[src/rtl/dcache_responder.sv]
// dcache_responder: direct-mapped, one-word-per-line, write-through, no-write-allocate data cache.
// Define DCACHE_STATS_EN to add the hit_count/miss_count load counters.
module dcache_responder #(
  parameter int LINES = 64,
  parameter int AW    = 32
) (
  input  logic          clk,
  input  logic          reset,
  input  logic          req_valid,
  input  logic          req_we,
  input  logic [AW-1:0] req_addr,
  input  logic [31:0]   req_wdata,
  input  logic [1:0]    req_st_size,
  input  logic [2:0]    req_ld_size,
  output logic          stall,
  output logic          resp_valid,
  output logic [31:0]   resp_data,
  output logic          misalign,
  output logic          mem_req_valid,
  input  logic          mem_req_ready,
  output logic          mem_req_we,
  output logic [AW-1:0] mem_req_addr,
  output logic [31:0]   mem_req_wdata,
  output logic [3:0]    mem_req_mask,
  input  logic          mem_resp_valid,
  input  logic [31:0]   mem_resp_data,
`ifdef DCACHE_STATS_EN
  output logic [31:0]   hit_count,
  output logic [31:0]   miss_count,
`endif
  output logic [1:0]    dbg_state
);

  localparam int IDX_W = $clog2(LINES);
  localparam int TAG_W = AW - IDX_W - 2;

  typedef enum logic [1:0] {
    IDLE      = 2'd0,
    WRITE     = 2'd1,
    READ_REQ  = 2'd2,
    READ_WAIT = 2'd3
  } state_t;

  // Handshake: mem_req_valid stays high with we/addr/wdata/mask stable until a cycle
  // in which mem_req_ready is also high; that cycle is the transfer.
  state_t            state_q, state_d;
  logic [AW-1:0]     addr_q, addr_d;
  logic [2:0]        ld_size_q, ld_size_d;
  logic [31:0]       wdata_q, wdata_d;
  logic [3:0]        mask_q, mask_d;
  logic              resp_valid_q, resp_valid_d;
  logic [31:0]       resp_data_q, resp_data_d;
  logic              misalign_q, misalign_d;
  logic [LINES-1:0]  valid_q, valid_d;

  logic [31:0]       data_q [LINES];
  logic [TAG_W-1:0]  tag_q  [LINES];

  logic              arr_we;
  logic [IDX_W-1:0]  arr_idx;
  logic [TAG_W-1:0]  arr_tag;
  logic [31:0]       arr_data;

  logic [IDX_W-1:0]  idx_in;
  logic [TAG_W-1:0]  tag_in;
  logic              hit;
  logic [1:0]        width;
  logic              misaligned;
  logic [3:0]        st_mask;
  logic [31:0]       st_wdata;

  // Width code: 0 byte, 1 half, 2 word.
  function automatic logic [1:0] ld_width(input logic [2:0] f);
    case (f)
      3'd0, 3'd4: ld_width = 2'd0;
      3'd1, 3'd5: ld_width = 2'd1;
      default:    ld_width = 2'd2;
    endcase
  endfunction

  function automatic logic [31:0] extract(input logic [31:0] w, input logic [1:0] a,
                                          input logic [2:0] f);
    logic [31:0] bw;
    logic [31:0] hw;
    bw = w >> {a, 3'b000};
    hw = w >> {a[1], 4'b0000};
    case (f)
      3'd0:    extract = {{24{bw[7]}}, bw[7:0]};
      3'd1:    extract = {{16{hw[15]}}, hw[15:0]};
      3'd4:    extract = {24'b0, bw[7:0]};
      3'd5:    extract = {16'b0, hw[15:0]};
      default: extract = w;
    endcase
  endfunction

  function automatic logic [31:0] merge(input logic [31:0] old, input logic [31:0] nw,
                                        input logic [3:0] m);
    logic [31:0] r;
    r = old;
    for (int i = 0; i < 4; i++) begin
      if (m[i]) r[8*i +: 8] = nw[8*i +: 8];
    end
    return r;
  endfunction

  always_comb begin
    idx_in     = req_addr[IDX_W+1:2];
    tag_in     = req_addr[AW-1:IDX_W+2];
    hit        = valid_q[idx_in] && (tag_q[idx_in] == tag_in);
    width      = req_we ? ((req_st_size == 2'd0) ? 2'd0 :
                           (req_st_size == 2'd1) ? 2'd1 : 2'd2)
                        : ld_width(req_ld_size);
    misaligned = ((width == 2'd1) && req_addr[0]) ||
                 ((width == 2'd2) && (req_addr[1:0] != 2'b00));
    case (req_st_size)
      2'd0: begin
        st_mask  = 4'b0001 << req_addr[1:0];
        st_wdata = {4{req_wdata[7:0]}};
      end
      2'd1: begin
        st_mask  = 4'b0011 << {req_addr[1], 1'b0};
        st_wdata = {2{req_wdata[15:0]}};
      end
      default: begin
        st_mask  = 4'hF;
        st_wdata = req_wdata;
      end
    endcase
  end

  always_comb begin
    state_d      = state_q;
    addr_d       = addr_q;
    ld_size_d    = ld_size_q;
    wdata_d      = wdata_q;
    mask_d       = mask_q;
    resp_valid_d = 1'b0;
    resp_data_d  = 32'h0;
    misalign_d   = 1'b0;
    valid_d      = valid_q;
    arr_we       = 1'b0;
    arr_idx      = idx_in;
    arr_tag      = tag_in;
    arr_data     = 32'h0;
    case (state_q)
      IDLE: begin
        if (req_valid) begin
          if (misaligned) begin
            misalign_d   = 1'b1;
            resp_valid_d = !req_we;
          end else if (req_we) begin
            addr_d  = req_addr;
            mask_d  = st_mask;
            wdata_d = st_wdata;
            state_d = WRITE;
            if (hit) begin
              arr_we   = 1'b1;
              arr_data = merge(data_q[idx_in], st_wdata, st_mask);
            end
          end else if (hit) begin
            resp_valid_d = 1'b1;
            resp_data_d  = extract(data_q[idx_in], req_addr[1:0], req_ld_size);
          end else begin
            addr_d    = req_addr;
            ld_size_d = req_ld_size;
            state_d   = READ_REQ;
          end
        end
      end
      WRITE: begin
        if (mem_req_ready) state_d = IDLE;
      end
      READ_REQ: begin
        if (mem_req_ready) state_d = READ_WAIT;
      end
      READ_WAIT: begin
        if (mem_resp_valid) begin
          arr_we           = 1'b1;
          arr_idx          = addr_q[IDX_W+1:2];
          arr_tag          = addr_q[AW-1:IDX_W+2];
          arr_data         = mem_resp_data;
          valid_d[arr_idx] = 1'b1;
          resp_valid_d     = 1'b1;
          resp_data_d      = extract(mem_resp_data, addr_q[1:0], ld_size_q);
          state_d          = IDLE;
        end
      end
      default: state_d = IDLE;
    endcase
  end

  always_ff @(posedge clk or negedge reset) begin
    if (!reset) begin
      state_q      <= IDLE;
      addr_q       <= '0;
      ld_size_q    <= 3'd0;
      wdata_q      <= 32'h0;
      mask_q       <= 4'h0;
      resp_valid_q <= 1'b0;
      resp_data_q  <= 32'h0;
      misalign_q   <= 1'b0;
      valid_q      <= '0;
    end else begin
      state_q      <= state_d;
      addr_q       <= addr_d;
      ld_size_q    <= ld_size_d;
      wdata_q      <= wdata_d;
      mask_q       <= mask_d;
      resp_valid_q <= resp_valid_d;
      resp_data_q  <= resp_data_d;
      misalign_q   <= misalign_d;
      valid_q      <= valid_d;
    end
  end

  // Line storage needs no reset: the valid bits gate every use of it.
  always_ff @(posedge clk) begin
    if (arr_we) begin
      data_q[arr_idx] <= arr_data;
      tag_q[arr_idx]  <= arr_tag;
    end
  end

  assign stall         = (state_q != IDLE);
  assign resp_valid    = resp_valid_q;
  assign resp_data     = resp_data_q;
  assign misalign      = misalign_q;
  assign mem_req_valid = (state_q == WRITE) || (state_q == READ_REQ);
  assign mem_req_we    = (state_q == WRITE);
  assign mem_req_addr  = mem_req_valid ? {addr_q[AW-1:2], 2'b00} : '0;
  assign mem_req_wdata = mem_req_we ? wdata_q : 32'h0;
  assign mem_req_mask  = mem_req_we ? mask_q : 4'h0;
  assign dbg_state     = state_q;

`ifdef DCACHE_STATS_EN
  logic        load_acc;
  logic [31:0] hit_count_q, hit_count_d;
  logic [31:0] miss_count_q, miss_count_d;

  always_comb begin
    load_acc     = (state_q == IDLE) && req_valid && !req_we && !misaligned;
    hit_count_d  = hit_count_q + {31'b0, load_acc && hit};
    miss_count_d = miss_count_q + {31'b0, load_acc && !hit};
  end

  always_ff @(posedge clk or negedge reset) begin
    if (!reset) begin
      hit_count_q  <= 32'h0;
      miss_count_q <= 32'h0;
    end else begin
      hit_count_q  <= hit_count_d;
      miss_count_q <= miss_count_d;
    end
  end

  assign hit_count  = hit_count_q;
  assign miss_count = miss_count_q;
`endif

endmodule

[config.mk]
export PLATFORM = sky130hd
export DESIGN_NAME = dcache_responder
export DESIGN_NICKNAME = d
export VERILOG_FILES = /design/src/rtl/dcache_responder.sv
export SDC_FILE = /design/constraint.sdc
export NUM_CORES = 2
export LEC_CHECK = 0
export BUFFER_PORTS_ARGS = -buffer_cell sky130_fd_sc_hd__buf_2
export CORE_MARGIN = 2
export CORE_UTILIZATION = 40
export CTS_BUF_LIST = sky130_fd_sc_hd__clkbuf_2 sky130_fd_sc_hd__clkbuf_4 sky130_fd_sc_hd__clkbuf_8
export DETAILED_ROUTE_END_ITERATION = 10
export SKIP_LAST_GASP = 1
export SLEW_MARGIN = 15
export SYNTH_ARGS = -nofsm -noshare
export SYNTH_HDL_FRONTEND = slang
export SYNTH_SLANG_ARGS = --single-unit
[constraint.sdc]
create_clock -name clk -period 8.3 [get_ports clk]
set_clock_uncertainty 0.2 [all_clocks]
set_input_delay 1.66 -clock clk [delete_from_list [all_inputs] [get_ports clk]]
set_output_delay 1.66 -clock clk [all_outputs]
set_load 0.1 [all_outputs]
==> results.toml <==
[run_status]
outcome = "completed"

[cts]
ctsResizeCount = 0
root_buffer = "clkbuf_8"
htree_levels = 6
hold_buffers = 0
clk_pin_slew_ns = 0.06
post-cts-setup-buffers = 0
cts_sinks = 3755
cts.path.max_buffers = 4
clk_latency_ns = 1.28
cts_tree = "done"
cts_buffers = 605

[drt]
dr.pass1.iters = 7
drc = 0
ant_nets = 0
wl_per_cell_um = 35.3
via_per_inst = 6.03
dr_total_vias = 79500
drt_iter0_markers = 11600
wl_um = 465000

[worst_setup_path]
setup.worst_path.start = "req_addr[3]"
start_kind = "input port"
cp_max_fo = 56
r2r_cells = 13
end_kind = "flop"
endpoint = "data_q[1][16]$_DFFE_PP_"
regToRegEndpoint = "data_q[1][16]$_DFFE_PP_"
r2r-start = "tag_q[15][20]$_DFFE_PP_"
crit_arrival_ns = 7.61
worstPathRequired_ns = 8.98
critical_path_class = "in2reg"
reg2reg_slack_ns = 1.78

[floorplanning]
row_count = 223
ios = 214
coreArea_um2 = 369000
die_area_um2 = 375000
die_w_um = 612
die_h_um = 612
start_util_pct = 40.2

[place]
port-buffer-count = 211
gp_congestion = 0.893
place_hpwl_um = 275000
placed_cells = 12100

[yosys]
yosysSeqAreaShare_pct = 75.6
synth-adder-area-share_pct = 0.0338
synth-xor-area-share_pct = 0.101
synth_area_um2 = 148000
ys_ff_latch = 3755
ys_types = 77
postSynthCellCount = 6983
synth-simple-area-share_pct = 2.60
async_reset_ff_share_pct = 4.55
ys.warnings.count = 0
synth_ff_type = "edfxtp_1"
synth-compound-area-share_pct = 3.22
synth_edf_count = 3584
syn_avg_cell_area_um2 = 21.2
synthMuxAreaShare_pct = 16.9
synth_top_family_by_area = "multiplexers"

[pwr]
internal_power_mw = 31.2
power.density_nw_per_um2 = 252
power.total_mw = 43.1
comb_power_share_pct = 12.7
swShare_pct = 27.6
p_sw_mw = 11.9
pwr-share-seq_pct = 50.6
clockPowerShare_pct = 36.7
power.leakage_nw = 57.8
peakVddDrop_mv = 0.349

[cells_and_area]
final_cell_mix = "edfxtp_1 (3,584), mux4_2 (952), clkbuf_8 (622), mux2i_1 (309), nand2_1 (268)"
post_layout_nonfiller_instances = 13200
areaGrowthSynthToFinish_pct = 15.6
layout_commonest_cell = "edfxtp_1"
drive_gt1_share_pct = 32.9
nets = 7874

[sta]
finalCritPeriodShare_pct = 83.4
period_needed_ns = 6.93
worst_slew_pin_slew_ns = 1.24
max_freq_mhz = 144
final_max_slew_viol_count = 0
grt_setup_unrepaired = "false"
relSlewSlack_pct = 15.1
finalSetupViolCount = 0
hold_violations = 0

[grt]
grt_pass1_wl_um = 639000
busiest_layer = "met2"
first_global_vias = 79200
use_met1_pct = 33.5
grt_util_all_layers_pct = 24.5
grt_use_met2_pct = 38.5
grt_overflow = 0
grt_util_met3_pct = 5.56
antenna_found_initial = 28
grt_max_degree = 137

[worst_hold_path]
hp-class = "in2async"

[flow_run]
maxCapViolations = 0
[power by group through the flow]
stage	sequential, mW	combinational (mW)	clock (mW)
2_1_floorplan	22.3	3.24	0
4_1_cts	21.8	5.45	16.0
5_1_grt	21.8	5.68	16.8
6_report	21.8	5.46	15.8
3_3_place_gp	22.2	5.35	0
3_5_place_dp	22.2	5.44	0
[cells in the mapped netlist, types with 11 or more instances]
library cell | count | share of area (%)
a31oi_1 | 11 | 0.047
nand2_1 | 272 | 0.69
and3_1 | 17 | 0.072
inv_1 | 23 | 0.058
mux2i_1 | 309 | 2.1
a31o_2 | 38 | 0.22
o21ai_0 | 95 | 0.32
a211oi_1 | 14 | 0.071
and2_1 | 78 | 0.33
a32o_1 | 32 | 0.22
o221ai_1 | 14 | 0.083
mux2_2 | 49 | 0.37
clkbuf_1 | 193 | 0.49
edfxtp_1 | 3584 | 73
a21o_1 | 44 | 0.22
nor2_1 | 164 | 0.42
nor4_1 | 13 | 0.055
nand2b_1 | 22 | 0.093
buf_2 | 109 | 0.37
a221oi_1 | 29 | 0.17
nor3_1 | 50 | 0.17
nand3_1 | 60 | 0.20
mux4_2 | 952 | 14
nor3b_1 | 12 | 0.061
xnor2_1 | 11 | 0.065
a21oi_1 | 76 | 0.26
nor2b_1 | 57 | 0.24
o22ai_1 | 28 | 0.12
dfrtp_1 | 171 | 2.9
o211ai_1 | 13 | 0.066
o21bai_1 | 27 | 0.14
a22oi_1 | 108 | 0.55
o31ai_1 | 52 | 0.26
buf_6 | 22 | 0.17
buf_1 | 30 | 0.076
buf_4 | 62 | 0.31
nand4_1 | 14 | 0.059
[final cells by class]
cell class	instances	area, um2
diodes	8	20.0
clock buffers	822	10100
clock inverters	250	1790
fillers	30500	197000
inverters	26	113
multi-input cells	2787	35100
flip-flops and latches	3755	112000
well taps	4950	6190
repair buffers	588	5910
[per-layer routing]
layer  share of wire, %  wire length [um]
met5             0.0028                13
met4                4.1             19300
met3                 10             47500
met2                 47            217000
met1                 39            181000
[worst max-delay path, stage by stage]
cell       delay (ns)
buf_8            0.37
mux4_2           0.41
mux2i_1          0.47
nor3_1           0.12
or4_1            0.57
or4_1            0.49
a211oi_1         0.66
o2111ai_1        0.41
nor4_4           0.45
buf_12           0.25
a21oi_4          0.13
buf_12           0.20
nor3_4           0.82
buf_4            0.41
[state kept, by name (all words and copies together), names as in the netlist, 3 cells and up]
name and flops:
mask_q 4, valid_q 64, resp_data 32, data_q 2048, wdata_q 32, addr_q 32
tag_q 1536, ld_size_q 3
[through the flow]
step	cell area (um2)	setup TNS [ns]	worst slack (ns)	hold slack, ns	util, %
floorplan	148000	-489.35	-1.48	0.223	-
global placement	159000	0	0.398	0.233	43.2
detailed placement	159000	0	0.369	0.241	43.2
CTS	171000	0	1.62	0.0739	46.4
global route	171000	0	1.43	0.105	46.4
finish	171000	0	1.37	0.112	46.4
[worst min-delay path by stage]
| stage | startpoint | to | cells after the start | slack [ns] |
|---|---|---|---|---|
| floorplan | valid_q[13]$_DFFE_PN0P_ | valid_q[13]$_DFFE_PN0P_ | 1 | 0.22 |
| global placement | valid_q[17]$_DFFE_PN0P_ | valid_q[17]$_DFFE_PN0P_ | 1 | 0.23 |
| detailed placement | valid_q[13]$_DFFE_PN0P_ | valid_q[13]$_DFFE_PN0P_ | 1 | 0.24 |
| CTS | reset | wdata_q[24]$_DFFE_PN0P_ | 1 | 0.07 |
| global route | reset | wdata_q[24]$_DFFE_PN0P_ | 1 | 0.11 |
| finish | reset | wdata_q[24]$_DFFE_PN0P_ | 1 | 0.11 |
[cell families after synthesis]
family                   count (synthesis)
flip-flops                            3755
multiplexers                          1310
AND/OR/NAND/NOR                        799
AO/OA/AOI/OAI                          655
buffers and inverters                  442
XOR/XNOR                                17
adder cells (fa/ha/maj)                  4
other                                    1
Power figures use the tool's default switching activity.
